<file path="config.mk">
export PLATFORM = sky130hd
export DESIGN_NAME = uart_frame_ctrl_flat
export DESIGN_NICKNAME = d
export VERILOG_FILES = /design/src/rtl/uart_pkg.sv /design/src/rtl/uart_frame_ctrl_if.sv /design/src/rtl/uart_frame_buf.sv /design/src/rtl/uart_frame_ctrl.sv /design/src/flat_wrapper.sv
export SDC_FILE = /design/constraint.sdc
export NUM_CORES = 1
export LEC_CHECK = 0
export CAP_MARGIN = 20
export CORE_MARGIN = 5
export CORE_UTILIZATION = 53
export DETAILED_ROUTE_END_ITERATION = 10
export PLACE_DENSITY = 0.78
export SLEW_MARGIN = 10
export SYNTH_ARGS = -nofsm -noshare
export SYNTH_HDL_FRONTEND = slang
export SYNTH_SLANG_ARGS = --single-unit
export TNS_END_PERCENT = 10
</file>
<file path="constraint.sdc">
create_clock -name clk -period 3.28 [get_ports clk]
set_input_delay 0.984 -clock clk [delete_from_list [all_inputs] [get_ports clk]]
set_output_delay 0.984 -clock clk [all_outputs]
set_load 0.02 [all_outputs]
</file>
<file path="src/rtl/uart_pkg.sv">
// Shared types and constants for the UART frame controller.
// No logic of its own; pure definitions.
// No flow control here.
package uart_pkg;

  typedef enum logic [2:0] {
    IDLE    = 3'd0,
    LEN     = 3'd1,
    PAYLOAD = 3'd2,
    CSUM    = 3'd3,
    RELEASE = 3'd4
  } state_e;

  localparam logic [1:0] ERR_LEN  = 2'b01;
  localparam logic [1:0] ERR_CSUM = 2'b10;
  localparam logic [1:0] ERR_TMO  = 2'b11;

  localparam logic [7:0] SYNC_DEFAULT = 8'hA5;

  // Running checksum is a plain modulo-256 byte sum.
  function automatic logic [7:0] csum_add(input logic [7:0] a, input logic [7:0] b);
    return a + b;
  endfunction

endpackage

</file>
<file path="src/rtl/uart_frame_ctrl_if.sv">
// Byte-in / payload-stream-out bundle of the UART frame controller.
// Wires only, no latency.
// out_valid/out_ready carry the stream handshake; rx side has none.
interface uart_frame_ctrl_if #(
  parameter int MAX_LEN = 16
);
  localparam int LW = $clog2(MAX_LEN + 1);

  logic [7:0]    rx_data;
  logic          rx_valid;
  logic [7:0]    out_data;
  logic          out_valid;
  logic          out_ready;
  logic          out_last;
  logic          frame_done;
  logic [LW-1:0] frame_len;
  logic          frame_err;
  logic [1:0]    err_code;
  logic          overrun;
  logic          busy;

  // Controller side.
  modport slave (
    input  rx_data, rx_valid, out_ready,
    output out_data, out_valid, out_last, frame_done, frame_len,
           frame_err, err_code, overrun, busy
  );

  // Byte source / payload sink side.
  modport master (
    output rx_data, rx_valid, out_ready,
    input  out_data, out_valid, out_last, frame_done, frame_len,
           frame_err, err_code, overrun, busy
  );
endinterface

</file>
<file path="src/rtl/uart_frame_buf.sv">
// Payload buffer: MAX_LEN x 8 register array, one write port, one async read port.
// Write lands on the clock edge; read is combinational from raddr.
// No flow control; the controller owns sequencing. Contents are not reset.
module uart_frame_buf #(
  parameter int DEPTH = 16,
  parameter int AW    = 4
) (
  input  logic          clk,
  input  logic          we,
  input  logic [AW-1:0] waddr,
  input  logic [7:0]    wdata,
  input  logic [AW-1:0] raddr,
  output logic [7:0]    rdata
);

  logic [7:0] mem_q [DEPTH];

  // Capture one payload byte per write strobe.
  always_ff @(posedge clk) begin
    if (we) mem_q[waddr] <= wdata;
  end

  assign rdata = mem_q[raddr];

endmodule

</file>
<file path="src/rtl/uart_frame_ctrl.sv">
// Frames received bytes (SYNC, LEN, payload, CSUM), validates them and streams the payload out.
// First payload byte is offered the cycle after the CSUM byte is sampled; status pulses are registered.
// Payload holds on out_ready low; bytes arriving while releasing are dropped and flagged as overrun.
module uart_frame_ctrl
  import uart_pkg::*;
#(
  parameter logic [7:0] SYNC    = SYNC_DEFAULT,
  parameter int         MAX_LEN = 16,
  parameter int         TIMEOUT = 100000
) (
  input  logic             clk,
  input  logic             reset,
  uart_frame_ctrl_if.slave bus
);

  localparam int AW = (MAX_LEN > 1) ? $clog2(MAX_LEN) : 1;
  localparam int LW = $clog2(MAX_LEN + 1);
  localparam int TW = $clog2(TIMEOUT + 1);
  localparam logic [TW-1:0] TMO_LIM = TW'(TIMEOUT - 1);
  localparam logic [8:0]    LEN_MAX = 9'(MAX_LEN);

  state_e        state_q;
  logic [7:0]    len_q;
  logic [7:0]    sum_q;
  logic [AW-1:0] wr_ptr_q;
  logic [AW-1:0] rd_ptr_q;
  logic [TW-1:0] idle_cnt_q;
  logic [TW-1:0] idle_cnt_d;
  logic [LW-1:0] frame_len_q;
  logic [1:0]    err_code_q;
  logic          frame_done_q;
  logic          frame_err_q;
  logic          overrun_q;
  logic          busy_q;

  logic          buf_we;
  logic [7:0]    buf_rdata;
  logic          wr_last;
  logic          rd_last;
  logic          out_valid;
  logic          tmo_hit;
  logic          csum_ok;

  assign buf_we  = (state_q == PAYLOAD) && bus.rx_valid;
  assign wr_last = (8'(wr_ptr_q) == len_q - 8'd1);
  assign rd_last = (8'(rd_ptr_q) == len_q - 8'd1);
  assign csum_ok = (csum_add(sum_q, bus.rx_data) == 8'h00);

  // An arriving byte always beats the timeout in the same cycle.
  assign tmo_hit = !bus.rx_valid && (idle_cnt_q == TMO_LIM) &&
                   (state_q == LEN || state_q == PAYLOAD || state_q == CSUM);

  uart_frame_buf #(
    .DEPTH (MAX_LEN),
    .AW    (AW)
  ) u_buf (
    .clk   (clk),
    .we    (buf_we),
    .waddr (wr_ptr_q),
    .wdata (bus.rx_data),
    .raddr (rd_ptr_q),
    .rdata (buf_rdata)
  );

  // Inter-byte gap counter: only runs while waiting for frame bytes, saturates.
  always_comb begin
    idle_cnt_d = idle_cnt_q;
    if (bus.rx_valid || state_q == IDLE || state_q == RELEASE) begin
      idle_cnt_d = '0;
    end else if (idle_cnt_q != {TW{1'b1}}) begin
      idle_cnt_d = idle_cnt_q + TW'(1);
    end
  end

  // Frame sequencer with registered status outputs.
  always_ff @(posedge clk or negedge reset) begin
    if (!reset) begin
      state_q      <= IDLE;
      len_q        <= '0;
      sum_q        <= '0;
      wr_ptr_q     <= '0;
      rd_ptr_q     <= '0;
      idle_cnt_q   <= '0;
      frame_len_q  <= '0;
      err_code_q   <= '0;
      frame_done_q <= 1'b0;
      frame_err_q  <= 1'b0;
      overrun_q    <= 1'b0;
      busy_q       <= 1'b0;
    end else begin
      frame_done_q <= 1'b0;
      frame_err_q  <= 1'b0;
      overrun_q    <= 1'b0;
      idle_cnt_q   <= idle_cnt_d;

      unique case (state_q)
        IDLE: begin
          if (bus.rx_valid && bus.rx_data == SYNC) begin
            state_q <= LEN;
            busy_q  <= 1'b1;
          end
        end

        LEN: begin
          if (bus.rx_valid) begin
            len_q <= bus.rx_data;
            sum_q <= bus.rx_data;
            if ({1'b0, bus.rx_data} > LEN_MAX) begin
              state_q     <= IDLE;
              busy_q      <= 1'b0;
              frame_err_q <= 1'b1;
              err_code_q  <= ERR_LEN;
            end else if (bus.rx_data == 8'h00) begin
              state_q <= CSUM;
            end else begin
              state_q  <= PAYLOAD;
              wr_ptr_q <= '0;
            end
          end else if (tmo_hit) begin
            state_q     <= IDLE;
            busy_q      <= 1'b0;
            frame_err_q <= 1'b1;
            err_code_q  <= ERR_TMO;
          end
        end

        PAYLOAD: begin
          if (bus.rx_valid) begin
            sum_q    <= csum_add(sum_q, bus.rx_data);
            wr_ptr_q <= wr_ptr_q + AW'(1);
            if (wr_last) state_q <= CSUM;
          end else if (tmo_hit) begin
            state_q     <= IDLE;
            busy_q      <= 1'b0;
            frame_err_q <= 1'b1;
            err_code_q  <= ERR_TMO;
          end
        end

        CSUM: begin
          if (bus.rx_valid) begin
            if (csum_ok) begin
              frame_done_q <= 1'b1;
              frame_len_q  <= LW'(len_q);
              rd_ptr_q     <= '0;
              if (len_q != 8'h00) begin
                state_q <= RELEASE;
              end else begin
                state_q <= IDLE;
                busy_q  <= 1'b0;
              end
            end else begin
              state_q     <= IDLE;
              busy_q      <= 1'b0;
              frame_err_q <= 1'b1;
              err_code_q  <= ERR_CSUM;
            end
          end else if (tmo_hit) begin
            state_q     <= IDLE;
            busy_q      <= 1'b0;
            frame_err_q <= 1'b1;
            err_code_q  <= ERR_TMO;
          end
        end

        RELEASE: begin
          // Capture is suspended while the buffer drains; anything arriving is lost.
          if (bus.rx_valid) overrun_q <= 1'b1;
          if (bus.out_ready) begin
            rd_ptr_q <= rd_ptr_q + AW'(1);
            if (rd_last) begin
              state_q <= IDLE;
              busy_q  <= 1'b0;
            end
          end
        end

        default: begin
          state_q <= IDLE;
          busy_q  <= 1'b0;
        end
      endcase
    end
  end

  // Stream outputs decode registered state only, so out_ready never feeds back combinationally.
  assign out_valid      = (state_q == RELEASE);
  assign bus.out_valid  = out_valid;
  assign bus.out_data   = out_valid ? buf_rdata : 8'h00;
  assign bus.out_last   = out_valid && rd_last;
  assign bus.frame_done = frame_done_q;
  assign bus.frame_len  = frame_len_q;
  assign bus.frame_err  = frame_err_q;
  assign bus.err_code   = err_code_q;
  assign bus.overrun    = overrun_q;
  assign bus.busy       = busy_q;

endmodule
</file>
<file path="src/flat_wrapper.sv">
// flat-port wrapper written by rule: the top's interface ports become plain ports
module uart_frame_ctrl_flat import uart_pkg::*;
#(
  parameter logic [7:0] SYNC    = SYNC_DEFAULT,
  parameter int         MAX_LEN = 16,
  parameter int         TIMEOUT = 100000
)
  (clk, reset, bus_rx_data, bus_rx_valid, bus_out_ready, bus_out_data, bus_out_valid, bus_out_last, bus_frame_done, bus_frame_len, bus_frame_err, bus_err_code, bus_overrun, bus_busy);
  uart_frame_ctrl_if #(.MAX_LEN(MAX_LEN)) bus_i ();
  input  logic clk;
  input  logic reset;
  input wire logic [$bits(bus_i.rx_data)-1:0] bus_rx_data;
  input wire logic [$bits(bus_i.rx_valid)-1:0] bus_rx_valid;
  input wire logic [$bits(bus_i.out_ready)-1:0] bus_out_ready;
  output wire logic [$bits(bus_i.out_data)-1:0] bus_out_data;
  output wire logic [$bits(bus_i.out_valid)-1:0] bus_out_valid;
  output wire logic [$bits(bus_i.out_last)-1:0] bus_out_last;
  output wire logic [$bits(bus_i.frame_done)-1:0] bus_frame_done;
  output wire logic [$bits(bus_i.frame_len)-1:0] bus_frame_len;
  output wire logic [$bits(bus_i.frame_err)-1:0] bus_frame_err;
  output wire logic [$bits(bus_i.err_code)-1:0] bus_err_code;
  output wire logic [$bits(bus_i.overrun)-1:0] bus_overrun;
  output wire logic [$bits(bus_i.busy)-1:0] bus_busy;
  assign bus_i.rx_data = bus_rx_data;
  assign bus_i.rx_valid = bus_rx_valid;
  assign bus_i.out_ready = bus_out_ready;
  assign bus_out_data = bus_i.out_data;
  assign bus_out_valid = bus_i.out_valid;
  assign bus_out_last = bus_i.out_last;
  assign bus_frame_done = bus_i.frame_done;
  assign bus_frame_len = bus_i.frame_len;
  assign bus_frame_err = bus_i.frame_err;
  assign bus_err_code = bus_i.err_code;
  assign bus_overrun = bus_i.overrun;
  assign bus_busy = bus_i.busy;
  uart_frame_ctrl #(.SYNC(SYNC), .MAX_LEN(MAX_LEN), .TIMEOUT(TIMEOUT)) u_core (.clk(clk), .reset(reset), .bus(bus_i));
endmodule
</file>
==> metrics.md, run 1 <==
| Metric | Value |
|---|---|
| Maximum level of the CTS H-tree | `4` |
| Chip height | `135 um` |
| Most common cell in the netlist | `sky130_fd_sc_hd__edfxtp_1` |
| Clock-pin transition on the worst setup and hold timing paths | `0.07 ns` |
| Number of I/O port buffers | `32` |
| CP max-delay cell | `sky130_fd_sc_hd__dfrtp_2` |
| DRC violation count after routing | `0` |
| Tightest Pin Transition | `0.601 ns` |
| Final worst-path cycle share | `107%` |
| Setup violations, final | `9` |
| Clk root buf | `sky130_fd_sc_hd__clkbuf_16` |
| Mean number of vias per cell | `5.94` |
| Post-DR wirelength/cell | `21.3 um` |
| Maximum buffer depth of the clock tree | `2` |
| RSZ-0062 raised after global routing | `yes` |
| Sequential cell area fraction in the yosys report | `62.7%` |
| Category of the critical setup timing path | `flip-flop to output pin` |
| Die Width | `135 um` |
| Total Routed Length | `19300 um` |
| Final Power | `0.00613 W` |
| Distinct cells, synth | `59` |
| Diodes inserted | `0` |
| Number of global-route vias before repair | `5593` |
| Cell Count, Final, Fillers Out | `905` |
| Worst skew pair latency | `0.43 ns` |
| Total number of placement rows | `45` |
| Post-synthesis average cell area | `14.4 sq um` |
| Crit path DAT | `2.53 ns` |
| Final global-route overflow total | `0` |
| Placer congestion estimate | `0.886` |
| Synthesized instance count | `578` |
| Num CTS Buffers | `17` |
| Post-route antenna net violation count | `0` |
| Cells along the critical path | `buf_12 > buf_6 > mux4_2 > mux4_2 > and2_4 > buf_6` |
| Maximum achievable frequency | `285 MHz` |
| Worst-case clock skew | `0.00674 ns` |
| HP Class | `input port to async pin` |
| Standby leakage power | `3.69 nW` |
| Number of iterations in the first detailed-routing pass | `6` |
| Violated checks | `negative setup slack` |
| Most common library cells after synthesis | `sky130_fd_sc_hd__edfxtp_1 (128), sky130_fd_sc_hd__dfrtp_1 (55), sky130_fd_sc_hd__nor2_1 (50)` |
| Number of antenna violations at the first check in global routing | `0` |
| Top cells by area in the synthesized netlist | `sky130_fd_sc_hd__edfxtp_1 (46%), sky130_fd_sc_hd__dfrtp_1 (17%), sky130_fd_sc_hd__mux4_2 (11%)` |
| Post-synth top area cell | `sky130_fd_sc_hd__edfxtp_1` |
| Initial cell density of the core | `54.3%` |
| Hold buffer count at cts | `0` |
| VDD IR max | `369 uV` |
| Vias | `5372` |
| Worst-case hold slack | `0.492 ns` |
| Ys Warns | `0` |
| Signed area change from the synthesized netlist to the final layout | `21.4%` |
| Number of flip-flops and latches in the synthesized netlist | `183` |
| Cell Pwr Density | `607 nW/um^2` |
| Area of the mapped netlist | `8320 sq um` |
| Nets | `709` |
| Drt first-iter violations | `418` |
| Critical path data required time | `2.30 ns` |
| Fraction of registers with async set/reset | `30.1%` |
| Number of placed instances, taps included | `868` |
| Final hold violation count | `0` |
| Placeable Area | `15300 sq um` |
| Startpoint class of the critical path | `flip-flop` |
| Outcome | `finished, violations left` |
| Placement Setup Slack | `-0.711 ns` |
| Post-synthesis net count | `606` |
| Critical Path End Type | `output pin` |
| Count of maximum capacitance violations | `0` |
| Main synth FF type | `sky130_fd_sc_hd__edfxtp_1` |
| Max-slew violation count | `0` |
| Die area | `18300 sq um` |
| Layout cell share with drive strength beyond 1 | `25.6%` |
| Worst-path maximum fanout | `7` |
| Largest net degree at the start of global routing | `37` |
| Clock tree from TritonCTS | `done` |
| I/O Pins | `33` |
| Final setup margin | `-0.234 ns` |
| Sink count of the clock tree | `183` |
| Dpl hpwl | `12700 um` |
| Number of enable flip-flop cells after synthesis | `128` |
| Area share of the largest cell type after synthesis | `46.2%` |
| GR Util All Layers | `22.7%` |
| Slowest cell delay on critical path | `0.54 ns` |
| First-pass GRT wire length | `31000 um` |
| Relative slew slack | `59.9%` |
| Final critical delay including setup and external delays | `3.51 ns` |
-- repair_timing --
action / in CTS / in global routing
buffers inserted: 4 / 0
gates resized for setup: 49 / 6
cloned: 2 / 0
pin swaps: 1 / 0
setup endpoints to repair: 22 / 10
-- layout by cell type, fill, tap and decap left out, types with 4 or more instances in the layout --
cell                              netlist  routed
sky130_fd_sc_hd__a21oi_1               19      19
sky130_fd_sc_hd__a22oi_1                6       6
sky130_fd_sc_hd__and2_1                 9       4
sky130_fd_sc_hd__and2_4                 0       5
sky130_fd_sc_hd__buf_12                 0       7
sky130_fd_sc_hd__buf_2                  7       4
sky130_fd_sc_hd__buf_4                  0      70
sky130_fd_sc_hd__buf_6                  1       6
sky130_fd_sc_hd__clkbuf_16              0      17
sky130_fd_sc_hd__clkdlybuf4s50_1        0      21
sky130_fd_sc_hd__dfrtp_1               55      54
sky130_fd_sc_hd__edfxtp_1             128     128
sky130_fd_sc_hd__ha_1                  15      15
sky130_fd_sc_hd__inv_1                 16      16
sky130_fd_sc_hd__inv_6                  0       5
sky130_fd_sc_hd__mux2_1                 6       6
sky130_fd_sc_hd__mux2_2                 6       6
sky130_fd_sc_hd__mux2i_1                5       5
sky130_fd_sc_hd__mux4_2                40      40
sky130_fd_sc_hd__nand2_1               36      36
sky130_fd_sc_hd__nand2b_1               8       8
sky130_fd_sc_hd__nand3_1               12      12
sky130_fd_sc_hd__nand4_1                7       7
sky130_fd_sc_hd__nor2_1                50      50
sky130_fd_sc_hd__nor2b_1                4       4
sky130_fd_sc_hd__nor3_1                14      13
sky130_fd_sc_hd__nor4_1                 9       9
sky130_fd_sc_hd__o21ai_0               13      13
sky130_fd_sc_hd__o21ai_1                7       7
sky130_fd_sc_hd__o22ai_1                5       4
sky130_fd_sc_hd__xnor2_1               13      13
sky130_fd_sc_hd__xor2_1                18      18
-- path summary, 6_finish.rpt --
| kind | from | end | slack (ns) | cells past startpoint |
|---|---|---|---|---|
| setup / recovery | u_core.rd_ptr_q[0] | bus_out_data[5] | -0.23 | 6 |
| hold / removal | reset | u_core.idle_cnt_q[5] | 0.49 | 1 |
| setup reg to reg | u_core.sum_q[0] | u_core.bus.busy | 0.62 | 9 |
| hold reg to reg | u_core.bus.frame_len[0] | u_core.bus.frame_len[0] | 0.49 | 1 |
| max in group asynchronous | reset | u_core.rd_ptr_q[0] | 1.91 | 2 |
| min in group clk | u_core.bus.frame_len[0] | u_core.bus.frame_len[0] | 0.49 | 1 |
-- power breakdown --
part           switching, W  internal [W]  leakage (nW)  total [W]
sequential         0.000126       0.00260          1.87    0.00273
clock              0.000904       0.00114         0.284    0.00205
combinational      0.000707      0.000641          1.54    0.00135
total               0.00174       0.00439          3.69    0.00613
-- layout make-up --
cell class / count / area, sq um
Sequential cell: 183 / 5220
Clock inverter: 14 / 163
Timing Repair Buffer: 111 / 1010
Fill cell: 1081 / 5220
Clock buffer: 18 / 429
Multi-Input combinational cell: 350 / 2940
Tap cell: 211 / 264
Inverter: 18 / 67.6
-- state kept, by name (all words and copies together), names as in the netlist --
| signal | count |
|---|---|
| u_core.bus.err_code | 2 |
| u_core.len_q | 8 |
| u_core.sum_q | 8 |
| u_core.state_q | 3 |
| u_core.bus.frame_len | 5 |
| u_core.bus.frame_err | 1 |
| u_core.wr_ptr_q | 4 |
| u_core.rd_ptr_q | 4 |
| u_core.bus.busy | 1 |
| u_core.idle_cnt_q | 17 |
| u_core.bus.overrun | 1 |
| u_core.bus.frame_done | 1 |
| u_core.u_buf.mem_q | 128 |
-- kinds of logic after synthesis --
logic type	after synthesis	synth area share (%)
flops	183	62.7
mux	57	13.1
compound gates	75	5.79
buf+inv	45	2.23
simple gates	171	10.4
fa+ha+maj	16	2.50
xor+xnor	31	3.26
-- critical path, delay by kind of cell (launching register included) --
kind / cells / cell delay, ns
flip-flops: 1 / 0.54
AND/OR/NAND/NOR: 1 / 0.18
multiplexers: 2 / 0.97
buffers and inverters: 3 / 0.41
-- metrics by stage --
stage / TNS (ns) / utilization, % / area [sq um]
final: -1.63 / 65.9 / 10100
after global routing: -2.36 / 65.9 / 10100
after CTS: -1.83 / 66.0 / 10100
after detailed placement: -9.45 / 61.4 / 9400
after global placement: -7.28 / 61.4 / 9400
after floorplan: 0 / - / 8320
-- layer usage --
layer	track usage (%)	wire [um]	share of wire, %
met4	7.28	362	1.9
met5	0	0	0
met1	29.4	7820	41
met2	38.0	9920	51
met3	5.42	1160	6.0
(Power assumes the default switching activity.)
==> inputs of run 2 (changes only) <==
--- a/config.mk
+++ b/config.mk
@@ -7,4 +7,5 @@
 export LEC_CHECK = 0
 export CAP_MARGIN = 20
+export CORE_ASPECT_RATIO = 0.7
 export CORE_MARGIN = 5
 export CORE_UTILIZATION = 53
==> constraint.sdc (replaced) <==
create_clock -name clk -period 3.28 [get_ports clk]
set_input_delay 0.984 -clock clk [delete_from_list [all_inputs] [get_ports clk]]
set_output_delay 0.984 -clock clk [all_outputs]
set_load 0.005 [all_outputs]
==> run 2 against run 1 <==
  * The flow still finishes with violations (negative setup slack)
  * Final cell count rose by 0.11%
  * Critical path type unchanged
  * Via count rose by 5.8%
  * Routed wire length rose by 10%
  * Clock power up 10%
  * Register-to-register slack lost 0.54 ns
  * First-iteration DRC count up 81%
==> metrics.md, run 2 (synthesized netlist as in run 1, its figures left out) <==
| Metric | Value |
|---|---|
| Total Routed Length | `21200 um (+10%)` |
| Number of antenna violations at the first check in global routing | `0 (unchanged)` |
| Standby leakage power | `3.80 nW (+2.9%)` |
| Number of placed instances, taps included | `850 (-2.1%)` |
| Chip height | `115 um (-15%)` |
| Placement Setup Slack | `-0.656 ns (+0.0558 ns)` |
| Clk root buf | `sky130_fd_sc_hd__clkbuf_16` |
| Number of global-route vias before repair | `5702 (+1.9%)` |
| Worst-case register-to-register setup slack | `0.08 ns (-0.54 ns)` |
| Nets | `722 (+1.8%)` |
| Num CTS Buffers | `17 (unchanged)` |
| Clock tree from TritonCTS | `done` |
| Tightest Pin Transition | `0.709 ns (+0.107 ns)` |
| Mean number of vias per cell | `6.27 (+5.7%)` |
| R2r endpoint | `u_core.state_q[0]` |
| Relative slew slack | `52.7% (-7.2 points)` |
| Placer congestion estimate | `0.845 (-4.6%)` |
| Number of I/O port buffers | `32 (unchanged)` |
| RSZ-0062 raised after global routing | `yes` |
| Category of the critical setup timing path | `flip-flop to output pin` |
| Total placed instance area | `9310 sq um (-0.97%)` |
| Signed area change from the synthesized netlist to the final layout | `23.7%` |
| Number of iterations in the first detailed-routing pass | `5 (-1)` |
| Total number of placement rows | `38 (-16%)` |
| First-pass GRT wire length | `33000 um (+6.7%)` |
| Startpoint class of the critical path | `flip-flop` |
| Largest registers | `u_core.u_buf.mem_q: 128 flops, u_core.idle_cnt_q: 17 flops` |
| Final worst-path cycle share | `107% (about the same)` |
| Maximum achievable frequency | `284 MHz (about the same)` |
| DRC violation count after routing | `0 (unchanged)` |
| Capturing element of the worst setup path | `bus_out_data[3]` |
| Worst skew pair latency | `0.44 ns (about the same)` |
| Max-slew violation count | `0 (unchanged)` |
| Drt first-iter violations | `758 (+81%)` |
| Post-DR wirelength/cell | `23.4 um (+10%)` |
| Final setup margin | `-0.237 ns (-0.00295 ns)` |
| Cell Count, Final, Fillers Out | `906 (+0.11%)` |
| Final hold violation count | `0 (unchanged)` |
| Die area | `18300 sq um (+0.22%)` |
| Worst reg2reg startpoint | `u_core.len_q[0]` |
| Commonest non-fill, non-tap cell in the layout | `sky130_fd_sc_hd__edfxtp_1` |
| GR Util All Layers | `23.9% (+1.2 points)` |
| Maximum level of the CTS H-tree | `4 (unchanged)` |
| HP Class | `flip-flop to flip-flop` |
| Diodes inserted | `0 (unchanged)` |
| Hold buffer count at cts | `0 (unchanged)` |
| Largest reg by FF count | `u_core.u_buf.mem_q` |
| Count of maximum capacitance violations | `0 (unchanged)` |
| Crit path DAT | `2.53 ns (about the same)` |
| Placeable Area | `15500 sq um (+0.90%)` |
| Final global-route overflow total | `0 (unchanged)` |
| Sink count of the clock tree | `183 (unchanged)` |
| Worst-path maximum fanout | `7 (unchanged)` |
| Vias | `5684 (+5.8%)` |
| I/O Pins | `33 (unchanged)` |
| Outcome | `finished, violations left` |
| Violated checks | `negative setup slack` |
| Initial cell density of the core | `53.8% (-0.48 points)` |
| Worst-case clock skew | `0.00845 ns (+0.00171 ns)` |
| Depth of the worst register-to-register path | `18 (+9)` |
| Largest net degree at the start of global routing | `56 (+51%)` |
| Instance count along the most critical hold path | `1` |
| Die Width | `160 um (+18%)` |
| Cell Pwr Density | `634 nW/um^2 (+4.4%)` |
| Post-route antenna net violation count | `0 (unchanged)` |
| Clock-pin transition on the worst setup and hold timing paths | `0.07 ns (about the same)` |
| Layout cell share with drive strength beyond 1 | `27.5% (+1.8 points)` |
| Dpl hpwl | `13100 um (+3.1%)` |
| Critical Path Start | `u_core.rd_ptr_q[0]` |
| Final critical delay including setup and external delays | `3.52 ns (+0.00295 ns)` |
| Hold wc startpoint | `u_core.bus.frame_len[3]` |
| Leading cell types in the layout, fill and taps excluded | `sky130_fd_sc_hd__edfxtp_1 (128), sky130_fd_sc_hd__buf_4 (75), sky130_fd_sc_hd__dfrtp_1 (54)` |
| Cell area after layout | `10300 sq um (+1.9%)` |
| Maximum buffer depth of the clock tree | `2 (unchanged)` |
| Critical path data required time | `2.30 ns (about the same)` |
| Number of flip-flops in the largest register | `128 (unchanged)` |
| Critical Path End Type | `output pin` |
| Fill count | `1006 (-6.9%)` |
| VDD IR max | `362 uV (-1.9%)` |
| Setup violations, final | `8 (-1)` |
-- run 2: through the flow --
stage	setup TNS [ns]	hold slack [ns]	utilization [%]	power, W
after global routing	-2.01	0.523	66.6	0.00679
after floorplan	0	0.454	-	0.00357
after CTS	-1.74	0.490	66.4	0.00646
final	-1.51	0.485	66.6	0.00652
after detailed placement	-8.21	0.475	60.3	0.00408
after global placement	-7.72	0.475	60.3	0.00401
-- run 2: area by class of cell --
type,instances,area [sq um],share of cell area [%]
inverter,18,67.6,0.657
tap,200,250,2.43
multi-input combinational,350,2970,28.8
sequential,183,5220,50.7
clock inverter,13,215,2.09
clock buffer,18,429,4.17
timing repair buffer,124,1140,11.1
-- run 2: how the worst min path moves through the flow --
stage / endpoint / slack [ns]
2_1_floorplan: u_core.sum_q[0] / 0.45
3_3_place_gp: u_core.bus.frame_len[3] / 0.48
3_5_place_dp: u_core.bus.frame_len[3] / 0.47
4_1_cts: u_core.bus.frame_len[3] / 0.49
5_1_grt: u_core.bus.frame_len[0] / 0.52
6_report: u_core.bus.frame_len[3] / 0.49
-- run 2: power breakdown --
part	leakage, nW	total [W]	internal [W]	switching, W
Clock	0.314	0.00226	0.00136	0.000897
Combinational	1.61	0.00150	0.000730	0.000766
Sequential	1.87	0.00276	0.00260	0.000161
Total	3.80	0.00652	0.00469	0.00182
-- run 2: repair_timing --
item	4_1_cts	5_1_grt
gates cloned	1	0
pin swaps	5	6
buffers inserted	24	0
resized for setup	53	9
endpoints found under the setup margin	20	12
-- run 2: per-layer routing --
| metal | share of wire [%] | routed length, um | vias up | global-route usage (%) |
|---|---|---|---|---|
| met5 | 0 | 0 | - | 0 |
| li1 | - | - | 2433 | - |
| met1 | 41 | 8590 | 2864 | 33.4 |
| met3 | 10 | 2120 | 41 | 5.34 |
| met4 | 1.8 | 373 | 0 | 6.42 |
| met2 | 48 | 10100 | 346 | 38.6 |
-- run 2: critical path: stages (launching register included) --
cell	delay (ns)
sky130_fd_sc_hd__dfrtp_2	0.41
sky130_fd_sc_hd__buf_12	0.15
sky130_fd_sc_hd__buf_12	0.13
sky130_fd_sc_hd__buf_12	0.12
sky130_fd_sc_hd__mux4_2	0.48
sky130_fd_sc_hd__mux4_2	0.50
sky130_fd_sc_hd__and2_4	0.18
sky130_fd_sc_hd__buf_6	0.11
==> inputs of run 3 (changes only) <==
- CORE_ASPECT_RATIO: 0.7 -> default
==> run 3 against run 2 <==
  * The flow still finishes with violations (negative setup slack)
  * Die area is 0.22% lower
  * Critical path type unchanged
  * Critical path depth stayed put
  * Clock-buffer cell count is 1 lower
  * Setup slack worse by 0.0085 ns
  * Non-clock buffer count stayed put
  * Clock skew is 0.0040 ns higher
  * Routed wire length is 8.1% lower
  * Worst hold slack better by 0.016 ns
  * Clock power is 5% lower
  * Combinational power is 10% lower
==> metrics.md, run 3 (synthesized netlist as in run 1, its figures left out) <==
| Metric | Value |
|---|---|
| Total placed instance area | `9340 sq um (+0.31%)` |
| Clock tree from TritonCTS | `done` |
| Dpl hpwl | `12500 um (-4.7%)` |
| Initial cell density of the core | `54.3% (+0.48 points)` |
| Crit path DAT | `2.54 ns (about the same)` |
| Depth of the worst register-to-register path | `9 (-9)` |
| Largest net degree at the start of global routing | `28 (-50%)` |
| Number of placed instances, taps included | `863 (+1.5%)` |
| Worst-case hold slack | `0.501 ns (+0.0160 ns)` |
| Fill count | `1062 (+5.6%)` |
| Cell Pwr Density | `609 nW/um^2 (-3.8%)` |
| Final core utilization | `67.1% (+0.54 points)` |
| Cells along the critical path | `buf_12 > buf_6 > buf_6 > mux4_2 > mux4_2 > and2_4 > buf_6` |
| Critical path data required time | `2.30 ns (about the same)` |
| Final setup margin | `-0.245 ns (-0.00850 ns)` |
| Total number of placement rows | `45 (+18%)` |
| Number of antenna violations at the first check in global routing | `0 (unchanged)` |
| Nets | `722 (unchanged)` |
| Total Routed Length | `19500 um (-8.1%)` |
| Max-slew violation count | `0 (unchanged)` |
| Cell area after layout | `10300 sq um (about the same)` |
| Final global-route overflow total | `0 (unchanged)` |
| Placer congestion estimate | `0.896 (+6.0%)` |
| Relative slew slack | `58.8% (+6.0 points)` |
| Worst skew pair latency | `0.44 ns (about the same)` |
| Critical Path End Type | `output pin` |
| Violated checks | `negative setup slack` |
| Final hold violation count | `0 (unchanged)` |
| First-pass GRT wire length | `31100 um (-5.8%)` |
| Clock-pin transition on the worst setup and hold timing paths | `0.06 ns (about the same)` |
| Post-DR wirelength/cell | `21.3 um (-9.1%)` |
| RSZ-0062 raised after global routing | `yes` |
| Placeable Area | `15300 sq um (-0.89%)` |
| Worst-case clock skew | `0.0124 ns (+0.00396 ns)` |
| Category of the critical setup timing path | `flip-flop to output pin` |
| Setup violations, final | `8 (unchanged)` |
| Largest reg by FF count | `u_core.u_buf.mem_q` |
| Chip height | `135 um (+18%)` |
| Worst-path maximum fanout | `7 (unchanged)` |
| Number of flip-flops in the largest register | `128 (unchanged)` |
| Final critical delay including setup and external delays | `3.53 ns (+0.00850 ns)` |
| Final worst-path cycle share | `107% (+0.26 points)` |
| Slowest cell delay on critical path | `0.52 ns (+0.02 ns)` |
| Num CTS Buffers | `17 (unchanged)` |
| Leading cell types in the layout, fill and taps excluded | `sky130_fd_sc_hd__edfxtp_1 (128), sky130_fd_sc_hd__buf_4 (73), sky130_fd_sc_hd__dfrtp_1 (53)` |
| HP Class | `flip-flop to flip-flop` |
| Mean number of vias per cell | `5.90 (-6.0%)` |
| Maximum level of the CTS H-tree | `4 (unchanged)` |
| I/O Pins | `33 (unchanged)` |
| Vias | `5404 (-4.9%)` |
| Die Width | `135 um (-15%)` |
| Signed area change from the synthesized netlist to the final layout | `23.6% (about the same)` |
| Most frequent CP cell | `sky130_fd_sc_hd__buf_6` |
| Maximum achievable frequency | `284 MHz (-0.24%)` |
| GR Util All Layers | `22.7% (-1.1 points)` |
| Number of I/O port buffers | `32 (unchanged)` |
| Post-route antenna net violation count | `0 (unchanged)` |
| Cell Count, Final, Fillers Out | `916 (+1.1%)` |
| Commonest non-fill, non-tap cell in the layout | `sky130_fd_sc_hd__edfxtp_1` |
| Instance count along the most critical hold path | `1 (unchanged)` |
| Layout cell share with drive strength beyond 1 | `27.7% (+0.18 points)` |
| Sink count of the clock tree | `183 (unchanged)` |
| Largest registers | `u_core.u_buf.mem_q: 128 flops, u_core.idle_cnt_q: 17 flops` |
| Setup TNS | `-1.28 ns (+0.236 ns)` |
| Clk root buf | `sky130_fd_sc_hd__clkbuf_16` |
| Number of global-route vias before repair | `5561 (-2.5%)` |
| Tightest Pin Transition | `0.618 ns (-0.0905 ns)` |
| VDD IR max | `395 uV (+9.2%)` |
| Count of maximum capacitance violations | `0 (unchanged)` |
| Drt first-iter violations | `454 (-40%)` |
| CP max-delay cell | `sky130_fd_sc_hd__mux4_2` |
| Standby leakage power | `3.79 nW (-0.19%)` |
| Maximum buffer depth of the clock tree | `2 (unchanged)` |
| Outcome | `finished, violations left` |
| Diodes inserted | `0 (unchanged)` |
| DRC violation count after routing | `0 (unchanged)` |
| Die area | `18300 sq um (-0.22%)` |
| Startpoint class of the critical path | `flip-flop` |
| Number of iterations in the first detailed-routing pass | `5 (unchanged)` |
-- run 3: area by class of cell --
type	count	area [sq um]	area share, %
inverter	18	67.6	0.657
clock inverter	13	194	1.89
multi-input combinational	350	2980	29.0
tap	211	264	2.57
sequential	183	5220	50.8
timing repair buffer	124	1130	11.0
clock buffer	17	425	4.14
-- run 3: power by group --
group | total [W] | internal, W | switching (W)
clock network | 0.00215 | 0.00128 | 0.000870
logic | 0.00135 | 0.000667 | 0.000684
registers | 0.00277 | 0.00260 | 0.000161
-- run 3: metrics by stage --
stage          total power, W  setup WS [ns]
6_report              0.00626         -0.245
5_1_grt               0.00657         -0.287
4_1_cts               0.00622         -0.217
3_5_place_dp          0.00403         -0.691
3_3_place_gp          0.00398         -0.613
2_1_floorplan         0.00357         0.0972
-- run 3: critical path: cells and delay by family, from the launching register on --
family	cells	cell delay, ns
mux	2	1.01
flops	1	0.46
buf+inv	4	0.47
simple gates	1	0.17
-- run 3: per-layer routing --
metal | global-route usage, % | wire [um] | share of wire, % | vias to the layer above
met5 | 0 | 0 | 0 | -
met3 | 4.90 | 1140 | 5.8 | 36
met4 | 7.33 | 474 | 2.4 | 0
li1 | - | - | - | 2438
met1 | 29.7 | 8000 | 41 | 2726
met2 | 38.2 | 9890 | 51 | 204
-- run 3: timing repair --
item                       CTS  global route
pin swaps                    3             3
gates cloned                 2             0
setup endpoints to repair   21             9
resized for setup           58             7
hold buffers                 0             0
setup buffers               21             0
-- run 3: worst paths after layout --
path | slack, ns | to | start
worst max register to register | 0.67 | u_core.bus.busy | u_core.sum_q[0]
worst max-delay path | -0.25 | bus_out_data[5] | u_core.rd_ptr_q[0]
min in group asynchronous | 0.54 | u_core.idle_cnt_q[3] | reset
worst min register to register | 0.50 | u_core.bus.frame_len[4] | u_core.bus.frame_len[4]
worst min-delay path | 0.50 | u_core.bus.frame_len[4] | u_core.bus.frame_len[4]
max in group asynchronous | 2.03 | u_core.len_q[0] | reset
